===== src/rtl/synth_pkg.sv =====
// rtl/synth_pkg.sv - shared widths, FSM encoding and saturation helper for the harmonic mixer
package synth_pkg;
  localparam int PHASE_W  = 24;
  localparam int ADDR_W   = 12;
  localparam int SAMPLE_W = 16;
  localparam int GAIN_W   = 8;

  localparam logic [1:0] ST_IDLE  = 2'd0;
  localparam logic [1:0] ST_RUN   = 2'd1;
  localparam logic [1:0] ST_DRAIN = 2'd2;
  localparam logic [1:0] ST_DONE  = 2'd3;

  typedef enum logic [1:0] {
    IDLE  = ST_IDLE,
    RUN   = ST_RUN,
    DRAIN = ST_DRAIN,
    DONE  = ST_DONE
  } mix_state_t;

  function automatic logic signed [SAMPLE_W-1:0] sat16(input logic signed [31:0] v);
    if (v > 32'sd32767) return 16'sh7FFF;
    if (v < -32'sd32768) return 16'sh8000;
    return v[SAMPLE_W-1:0];
  endfunction
endpackage


===== src/rtl/harm_mac.sv =====
// rtl/harm_mac.sv - signed multiply-accumulate of ROM words by unsigned gains with saturating output register
module harm_mac
  import synth_pkg::*;
#(
  parameter int ACC_W = 28
) (
  input  logic                       Clk,
  input  logic                       Reset,
  input  logic                       clr_i,
  input  logic                       en_i,
  input  logic                       load_i,
  input  logic signed [SAMPLE_W-1:0] data_i,
  input  logic        [GAIN_W-1:0]   gain_i,
  output logic signed [SAMPLE_W-1:0] mix_o
);
  localparam int PROD_W = SAMPLE_W + GAIN_W + 1;

  logic signed [PROD_W-1:0]   prod;
  logic signed [ACC_W-1:0]    acc_q;
  logic signed [ACC_W-1:0]    acc_shr;
  logic signed [SAMPLE_W-1:0] mix_q;

  // Gain gets a zero sign bit so it multiplies as a non-negative signed value.
  assign prod    = PROD_W'(data_i) * PROD_W'($signed({1'b0, gain_i}));
  assign acc_shr = acc_q >>> GAIN_W;

  always_ff @(posedge Clk) begin
    if (Reset) begin
      acc_q <= '0;
      mix_q <= '0;
    end else begin
      if (clr_i) begin
        acc_q <= '0;
      end else if (en_i) begin
        acc_q <= acc_q + ACC_W'(prod);
      end
      if (load_i) begin
        mix_q <= sat16(32'(acc_shr));
      end
    end
  end

  assign mix_o = mix_q;
endmodule


===== src/rtl/harmonic_mix_scheduler.sv =====
// rtl/harmonic_mix_scheduler.sv - sweeps NUM_HARM phase accumulators over one shared sine ROM
// and mixes the gain-scaled reads into one saturated sample per strobe.
module harmonic_mix_scheduler
  import synth_pkg::*;
#(
  parameter int NUM_HARM = 8
) (
  input  logic                       Clk,
  input  logic                       Reset,
  input  logic                       CS,
  input  logic                       sample_Clk,
  input  logic        [PHASE_W-1:0]  freq,
  input  logic                       gain_we,
  input  logic        [3:0]          gain_idx,
  input  logic        [GAIN_W-1:0]   gain_data,
  output logic        [ADDR_W-1:0]   rom_addr,
  input  logic signed [SAMPLE_W-1:0] rom_data,
  output logic signed [SAMPLE_W-1:0] mix_out,
  output logic                       mix_valid,
  output logic                       busy,
  output logic                       overrun
);
  localparam int K_W   = (NUM_HARM > 1) ? $clog2(NUM_HARM) : 1;
  localparam int ACC_W = SAMPLE_W + GAIN_W + 1 + $clog2(NUM_HARM);
  localparam logic [K_W-1:0] K_LAST = K_W'(NUM_HARM - 1);

  mix_state_t                 state_q, state_d;
  logic [K_W-1:0]             k_q, k_dly_q;
  logic                       mac_en_q;
  logic [PHASE_W-1:0]         f_lat_q, inc_q;
  logic [PHASE_W-1:0]         phase_q [NUM_HARM];
  logic [GAIN_W-1:0]          gain_q  [NUM_HARM];
  logic [ADDR_W-1:0]          rom_addr_q;
  logic                       mix_valid_q, busy_q, overrun_q;
  logic                       soft_clr, accept, gain_hit;
  logic signed [SAMPLE_W-1:0] mac_mix;

  assign soft_clr = Reset | ~CS;
  // A strobe landing on the mix_valid cycle is treated as a collision, not a new sweep.
  assign accept   = (state_q == IDLE) & ~mix_valid_q & sample_Clk;
  assign gain_hit = gain_we & (32'(gain_idx) < NUM_HARM);

  always_comb begin
    state_d = state_q;
    case (state_q)
      IDLE:    if (accept) state_d = RUN;
      RUN:     if (k_q == K_LAST) state_d = DRAIN;
      DRAIN:   state_d = DONE;
      DONE:    state_d = IDLE;
      default: state_d = IDLE;
    endcase
  end

  always_ff @(posedge Clk) begin
    if (soft_clr) begin
      state_q     <= IDLE;
      k_q         <= '0;
      k_dly_q     <= '0;
      mac_en_q    <= 1'b0;
      f_lat_q     <= '0;
      inc_q       <= '0;
      rom_addr_q  <= '0;
      mix_valid_q <= 1'b0;
      busy_q      <= 1'b0;
      for (int i = 0; i < NUM_HARM; i++) phase_q[i] <= '0;
    end else begin
      state_q     <= state_d;
      mac_en_q    <= (state_q == RUN);
      k_dly_q     <= k_q;
      mix_valid_q <= (state_q == DONE);
      if (state_q == IDLE && accept) begin
        f_lat_q <= freq;
        inc_q   <= freq;
        k_q     <= '0;
        busy_q  <= 1'b1;
      end
      // inc walks f, 2f, 3f... so harmonic k steps by (k+1)*f without a multiplier.
      if (state_q == RUN) begin
        rom_addr_q   <= phase_q[k_q][PHASE_W-1 -: ADDR_W];
        phase_q[k_q] <= phase_q[k_q] + inc_q;
        inc_q        <= inc_q + f_lat_q;
        k_q          <= k_q + 1'b1;
      end
      if (state_q == DONE) busy_q <= 1'b0;
    end
  end

  always_ff @(posedge Clk) begin
    if (Reset) begin
      for (int i = 0; i < NUM_HARM; i++) gain_q[i] <= '0;
      gain_q[0] <= '1;
    end else if (gain_hit) begin
      gain_q[gain_idx[K_W-1:0]] <= gain_data;
    end
  end

  always_ff @(posedge Clk) begin
    if (Reset) begin
      overrun_q <= 1'b0;
    end else if (CS && sample_Clk && (busy_q || mix_valid_q)) begin
      overrun_q <= 1'b1;
    end
  end

  harm_mac #(.ACC_W(ACC_W)) u_mac (
    .Clk    (Clk),
    .Reset  (soft_clr),
    .clr_i  (accept),
    .en_i   (mac_en_q),
    .load_i (state_q == DONE),
    .data_i (rom_data),
    .gain_i (gain_q[k_dly_q]),
    .mix_o  (mac_mix)
  );

  assign rom_addr  = rom_addr_q;
  assign mix_out   = CS ? mac_mix : '0;
  assign mix_valid = mix_valid_q;
  assign busy      = busy_q;
  assign overrun   = overrun_q;
endmodule


===== config.mk =====
export PLATFORM = sky130hd
export DESIGN_NAME = harmonic_mix_scheduler
export DESIGN_NICKNAME = d
export VERILOG_FILES = /design/src/rtl/synth_pkg.sv /design/src/rtl/harm_mac.sv /design/src/rtl/harmonic_mix_scheduler.sv
export SDC_FILE = /design/constraint.sdc
export NUM_CORES = 1
export LEC_CHECK = 0
export CAP_MARGIN = 20
export CORE_ASPECT_RATIO = 2
export CORE_MARGIN = 2
export CORE_UTILIZATION = 60
export CTS_CLUSTER_DIAMETER = 150
export DETAILED_ROUTE_END_ITERATION = 7
export GPL_ROUTABILITY_DRIVEN = 1
export GPL_TIMING_DRIVEN = 0
export MAX_ROUTING_LAYER = met4
export PLACE_DENSITY = 0.79
export SYNTH_ARGS = -nofsm -noshare
export SYNTH_HDL_FRONTEND = slang
export SYNTH_SLANG_ARGS = --single-unit

===== constraint.sdc =====
create_clock -name Clk -period 16.75 [get_ports Clk]
set_input_delay 2.5125 -clock Clk [delete_from_list [all_inputs] [get_ports Clk]]
set_output_delay 2.5125 -clock Clk [all_outputs]
set_load 0.05 [all_outputs]

# Word level (Yosys, flattened, before mapping)
# Memories as Yosys holds them, arrays and structs flattened. A register that Yosys moved wholly into a read port is not among the register bits.
# Cells that the tools add are included.
# Widths: inputs -> output; s select.
[totals]
ff_bits = 113
ram_bits = 256
in_bits = 57
output_inout_bits = 31
elab_cells = 84
memories = 2
[classes]
add_sub_neg = 4
mul = 1
order_cmp = 3
n_eq_ne = 6
muxes = 39
bitwise = 7
reduce_logical = 11
[memory_table]
columns = ["name", "words", "word_bits", "rd", "rd_ports_with_merged_regs", "write_ports", "line", "text"]
rows = [
  ["phase_q", 8, 24, 1, 1, 8, "harmonic_mix_scheduler.sv:31", "logic [PHASE_W-1:0] phase_q [NUM_HARM];"],
  ["gain_q", 8, 8, 1, 1, 8, "harmonic_mix_scheduler.sv:32", "logic [GAIN_W-1:0] gain_q [NUM_HARM];"],
]
[op_table]
columns = ["operator", "count"]
rows = [
  ["$mux 16", 5],
  ["$mux 24", 3],
  ["$add 24x24->24", 2],
  ["$add 28x25->28", 1],
  ["$mul 16x9->25", 1],
  ["$reduce_or 24->1", 1],
  ["$mux 3", 7],
  ["$gt 20x16->1 const B", 1],
  ["$lt 20x16->1 const B", 1],
  ["$mux 1", 19],
  ["$mux 8", 2],
  ["$pmux 2 s4", 1],
  ["$reduce_or 8->1", 1],
  ["$eq 2x2->1 const B", 2],
  ["$lt 4x4->1 const B", 1],
  ["$mux 2", 2],
  ["$ne 2x2->1 const B", 2],
  ["$reduce_or 2->1", 2],
  ["$add 3x1->3 const B", 1],
  ["$and 1x1->1", 3],
  ["$eq 3x3->1 const B", 1],
  ["$logic_and 1x1->1", 3],
  ["$eq 2x1->1 const B", 1],
  ["$logic_not 2->1", 1],
  ["other kinds (5)", 7],
]

# Depth between registers and ports, before layout
[logic_depth]
ltp_word = 9
mapped_depth = 26
depth_no_buf = 22

# By module
# From an unflattened synthesis, not the netlist that was laid out.
[hier_totals]
cells_unflattened = 2276
area_unflattened_um2 = 24036.8
[by_module_without_submodules]
columns = ["module", "n_inst", "cells_per_inst", "area_per_inst_um2", "seq_area_each_um2"]
rows = [
  ["harmonic_mix_scheduler", 1, 1435, 16656.0, 9188.8],
  ["harm_mac", 1, 841, 7380.8, 880.8],
]

# Worst setup path after synthesis
# Ideal clock, no wire load.
[synth_path]
kind = "in2reg"
from = "in rom_data[15]"
to = "reg u_mac.acc_q[27]"
setup_ns = 0.067
arrival_ns = 7.235
t_required_ns = 16.683
setup_slack_ns = 9.448
path_stages = 16
n_path_buf = 1
path_cell_list = "nand2_1 fa_1 fa_1 fa_1 inv_1 fa_1 inv_1 fa_1 inv_1 ha_1 clkbuf_1 nand4_1 or3_2 or3_4 a31o_1 a21oi_2"
[synth_between]
elab_chain_cells = 2
[synth_lines]
columns = ["item", "line", "text"]
rows = [
  ["from (decl)", "harmonic_mix_scheduler.sv:17", "input logic signed [SAMPLE_W-1:0] rom_data,"],
  ["$mul 16x9->25", "harm_mac.sv:24", "assign prod = PROD_W'(data_i) * PROD_W'($signed({1'b0, gain_i}));"],
  ["$add 28x25->28", "harm_mac.sv:35", "acc_q <= acc_q + ACC_W'(prod);"],
  ["to (signal assigned)", "harm_mac.sv:35", ""],
  ["to (decl)", "harm_mac.sv:19", "logic signed [ACC_W-1:0] acc_q;"],
]
# Every way passes these cells.
# A chain may end at the register's enable or synchronous reset.

# Worst setup path in the final report
[layout_path]
from = "in rom_data[11]"
to = "reg u_mac.acc_q[26]"
# Same word-level chain as after synthesis.

==> results.toml <==
[status]
status = "finished, final reports clean"

[critical_path]
cp_cell_sequence = "clkdlybuf4s50_1, nand2_1, fa_1, inv_1, fa_1, fa_1, fa_1, fa_1, ha_1, a21oi_1, o21ai_0, o41ai_1, nand3b_1, o211ai_1, a221oi_1, xor2_1, a21oi_1"
crit_top_cell = "fa_1"
crit_type = "primary input to flop"
cp.arrival_ns = 8.50
cp_max_fo = 8
cp_slowest_cell = "fa_1"
crit_path_end_kind = "flop"
slowest_delay_ns = 0.76
start_kind = "primary input"
worst_ep_required_time_ns = 17.15

[yosys]
synth_area_leaders = "edfxtp_1, fa_1, dfxtp_1, ha_1, mux4_2"
yosys.area.top_type = "edfxtp_1"
synth-seq-cells = 375
synth.top_cell.area_share = 0.327
yosysUniqueCellTypes = 80
synth_nets = 2488
ys_seq_area_frac = 0.428
synth_top_flop_cell = "edfxtp_1"
synth-async-reset-ratio = 0
syn_inst = 2188
synth_edf_count = 256
yosys_warnings = 0
synthesis.area_um2 = 23500
avgSynthCellArea_um2 = 10.8

[placement]
portBuffers = 87
dp_slack_ns = 8.30
dpl.hpwl_um = 52400
gp_congestion = 0.998
post_dp_cell_area_um2 = 25300

[timing]
setup-tns-final_ns = 0
skew_ns = 0.0188
fin_crit_ns = 8.10
final_max_slew_viol_count = 0
fin_crit_sh = 0.483
rsz0062_at_grt = "no"
setup_violations = 0
maxSlewHeadroom = 0.227
tightest_slew_ns = 1.13
layout_setup_ws_ns = 8.65
hold_violations = 0
fmax_mhz = 124

[clock_network]
post_cts_resized = 0
numCtsBuffers = 34
cts.sinks = 375
htreeDepth = 2
clk_pin_slew_ns = 0.07
ctsLongestPathBuffers = 3
cts_tree = "done"
clk_latency_ns = 0.54
holdBufCountCts = 0
cts_setup_buffers = 0
cts-root-buf = "clkbuf_16"

[floorplanning]
row_count = 102
die_h_um = 284
ios = 88
die-area_um2 = 40900
initial_core_util = 0.608
fp.coreArea_um2 = 38700
die_w_um = 144

[power]
switching_share = 0.384
p_sw_w = 0.00124
ir_worst_vdd_mv = 0.106
power.leakage_nw = 10.8
p_int_w = 0.00199
pwr-share-clk = 0.252
seq_power_share = 0.320
cellPowerDensity_nw_per_um2 = 122
p_comb_frac = 0.428
power_w = 0.00324

[layout]
syn2layout_area_growth_pct = 12.3
final_design_area_no_fill_um2 = 26400
multi_input_area_um2 = 12300
most-common-layout-cells = "nor2_1, edfxtp_1, inv_1"
nets = 2619
drive_gt1_frac = 0.0875
final_common_cell = "nor2_1"
seqCellArea_um2 = 10100
fillCellCount = 2970

[detailed_routing]
dr.first_iter.drc_count = 953
via_per_inst = 6.01
drc = 0
vias = 17227
wire_per_inst_um = 23.4
ant_nets = 0
wirelength_um = 66900
drt_first_pass_iters = 6

[grt]
grt_pass1_wl_um = 102000
grt_max_degree = 18
antenna_found_initial = 1
grt_pass1_vias = 18754
gr-total-overflow = 0
grtUsageTotal = 0.349

[hold_path]
min_path_type = "flop to flop"

[job]
drv_cap = 0
[registers in the layout (all words and copies together), names as in the netlist, named ones only]
name	count
overrun	1
mac_en_q	1
gain_q	64
u_mac.mix_o	16
f_lat_q	24
k_q	3
inc_q	24
mix_valid	1
u_mac.acc_q	28
state_q	2
rom_addr	12
phase_q	192
busy	1
[cell type report]
| cell class | instances | area share |
|---|---|---|
| multi-input cells | 1510 | 0.465 |
| flip-flops and latches | 375 | 0.381 |
| repair buffers | 95 | 0.0413 |
| clock buffers | 45 | 0.0366 |
| inverters | 208 | 0.0296 |
| well taps | 520 | 0.0246 |
| plain buffers | 95 | 0.0148 |
| clock inverters | 16 | 0.00682 |
| diodes | 1 | 0.0000947 |
[power by group through the flow]
stage	combinational [W]	sequential [W]	clock [W]
after floorplan	0.000941	0.00105	0
after global placement	0.00132	0.00105	0
after detailed placement	0.00134	0.00106	0
after CTS	0.00135	0.00104	0.000822
after global routing	0.00154	0.00104	0.000853
final	0.00138	0.00104	0.000817
[cell usage after synthesis, types with 27 or more instances]
library cell,number
mux2_2,27
dfxtp_1,119
mux2i_1,35
xor2_1,28
nand2_1,201
xnor2_1,27
mux4_2,60
ha_1,113
a21oi_1,119
a21o_1,36
edfxtp_1,256
o21ai_0,61
fa_1,130
inv_1,208
and2_1,96
nor2b_1,55
clkbuf_1,68
nor2_1,281
[worst max-delay path, delay by kind of cell]
| family | cells | cell delay (ns) |
|---|---|---|
| AO/OA/AOI/OAI | 6 | 1.41 |
| XOR/XNOR | 1 | 0.22 |
| buffers and inverters | 2 | 0.78 |
| AND/OR/NAND/NOR | 2 | 0.31 |
| adder cells (fa/ha/maj) | 6 | 3.25 |
[path summary, 6_finish.rpt]
check / startpoint / to / slack [ns] / cells after the start
worst min-delay path: u_mac.mix_o[3] / u_mac.mix_o[3] / 0.43 / 2
worst min register to register: u_mac.mix_o[3] / u_mac.mix_o[3] / 0.43 / 2
worst max-delay path: rom_data[11] / u_mac.acc_q[26] / 8.65 / 17
worst max register to register: flop / u_mac.acc_q[26] / 9.06 / 19
[kinds of logic (layout without fill, tap and decap cells)]
kind of cell | Yosys count | in the layout | share of synthesized area
AOI/OAI and AO/OA | 316 | 316 | 0.0855
muxes | 126 | 126 | 0.0897
adders and majority gates | 243 | 243 | 0.171
and+or+nand+nor | 765 | 765 | 0.152
xor gates and xnor gates | 60 | 60 | 0.0239
other | 0 | 1 | 0
DFF | 375 | 375 | 0.428
buffers and inverters | 303 | 459 | 0.0498
[through the flow]
| step | cells | hold slack, ns | util |
|---|---|---|---|
| after floorplan | 2188 | 0.407 | - |
| after global placement | 2795 | 0.422 | 0.648 |
| after detailed placement | 2803 | 0.427 | 0.653 |
| after CTS | 2864 | 0.437 | 0.683 |
| after global routing | 2865 | 0.453 | 0.683 |
| final | 2865 | 0.435 | 0.683 |
[metal layers]
metal  routed length, um  track usage
met5                   0            -
met4                6910        0.283
met3                3390       0.0566
met2               37300        0.647
met1               19300        0.291
Note: power is estimated with default switching activity, not from simulation.
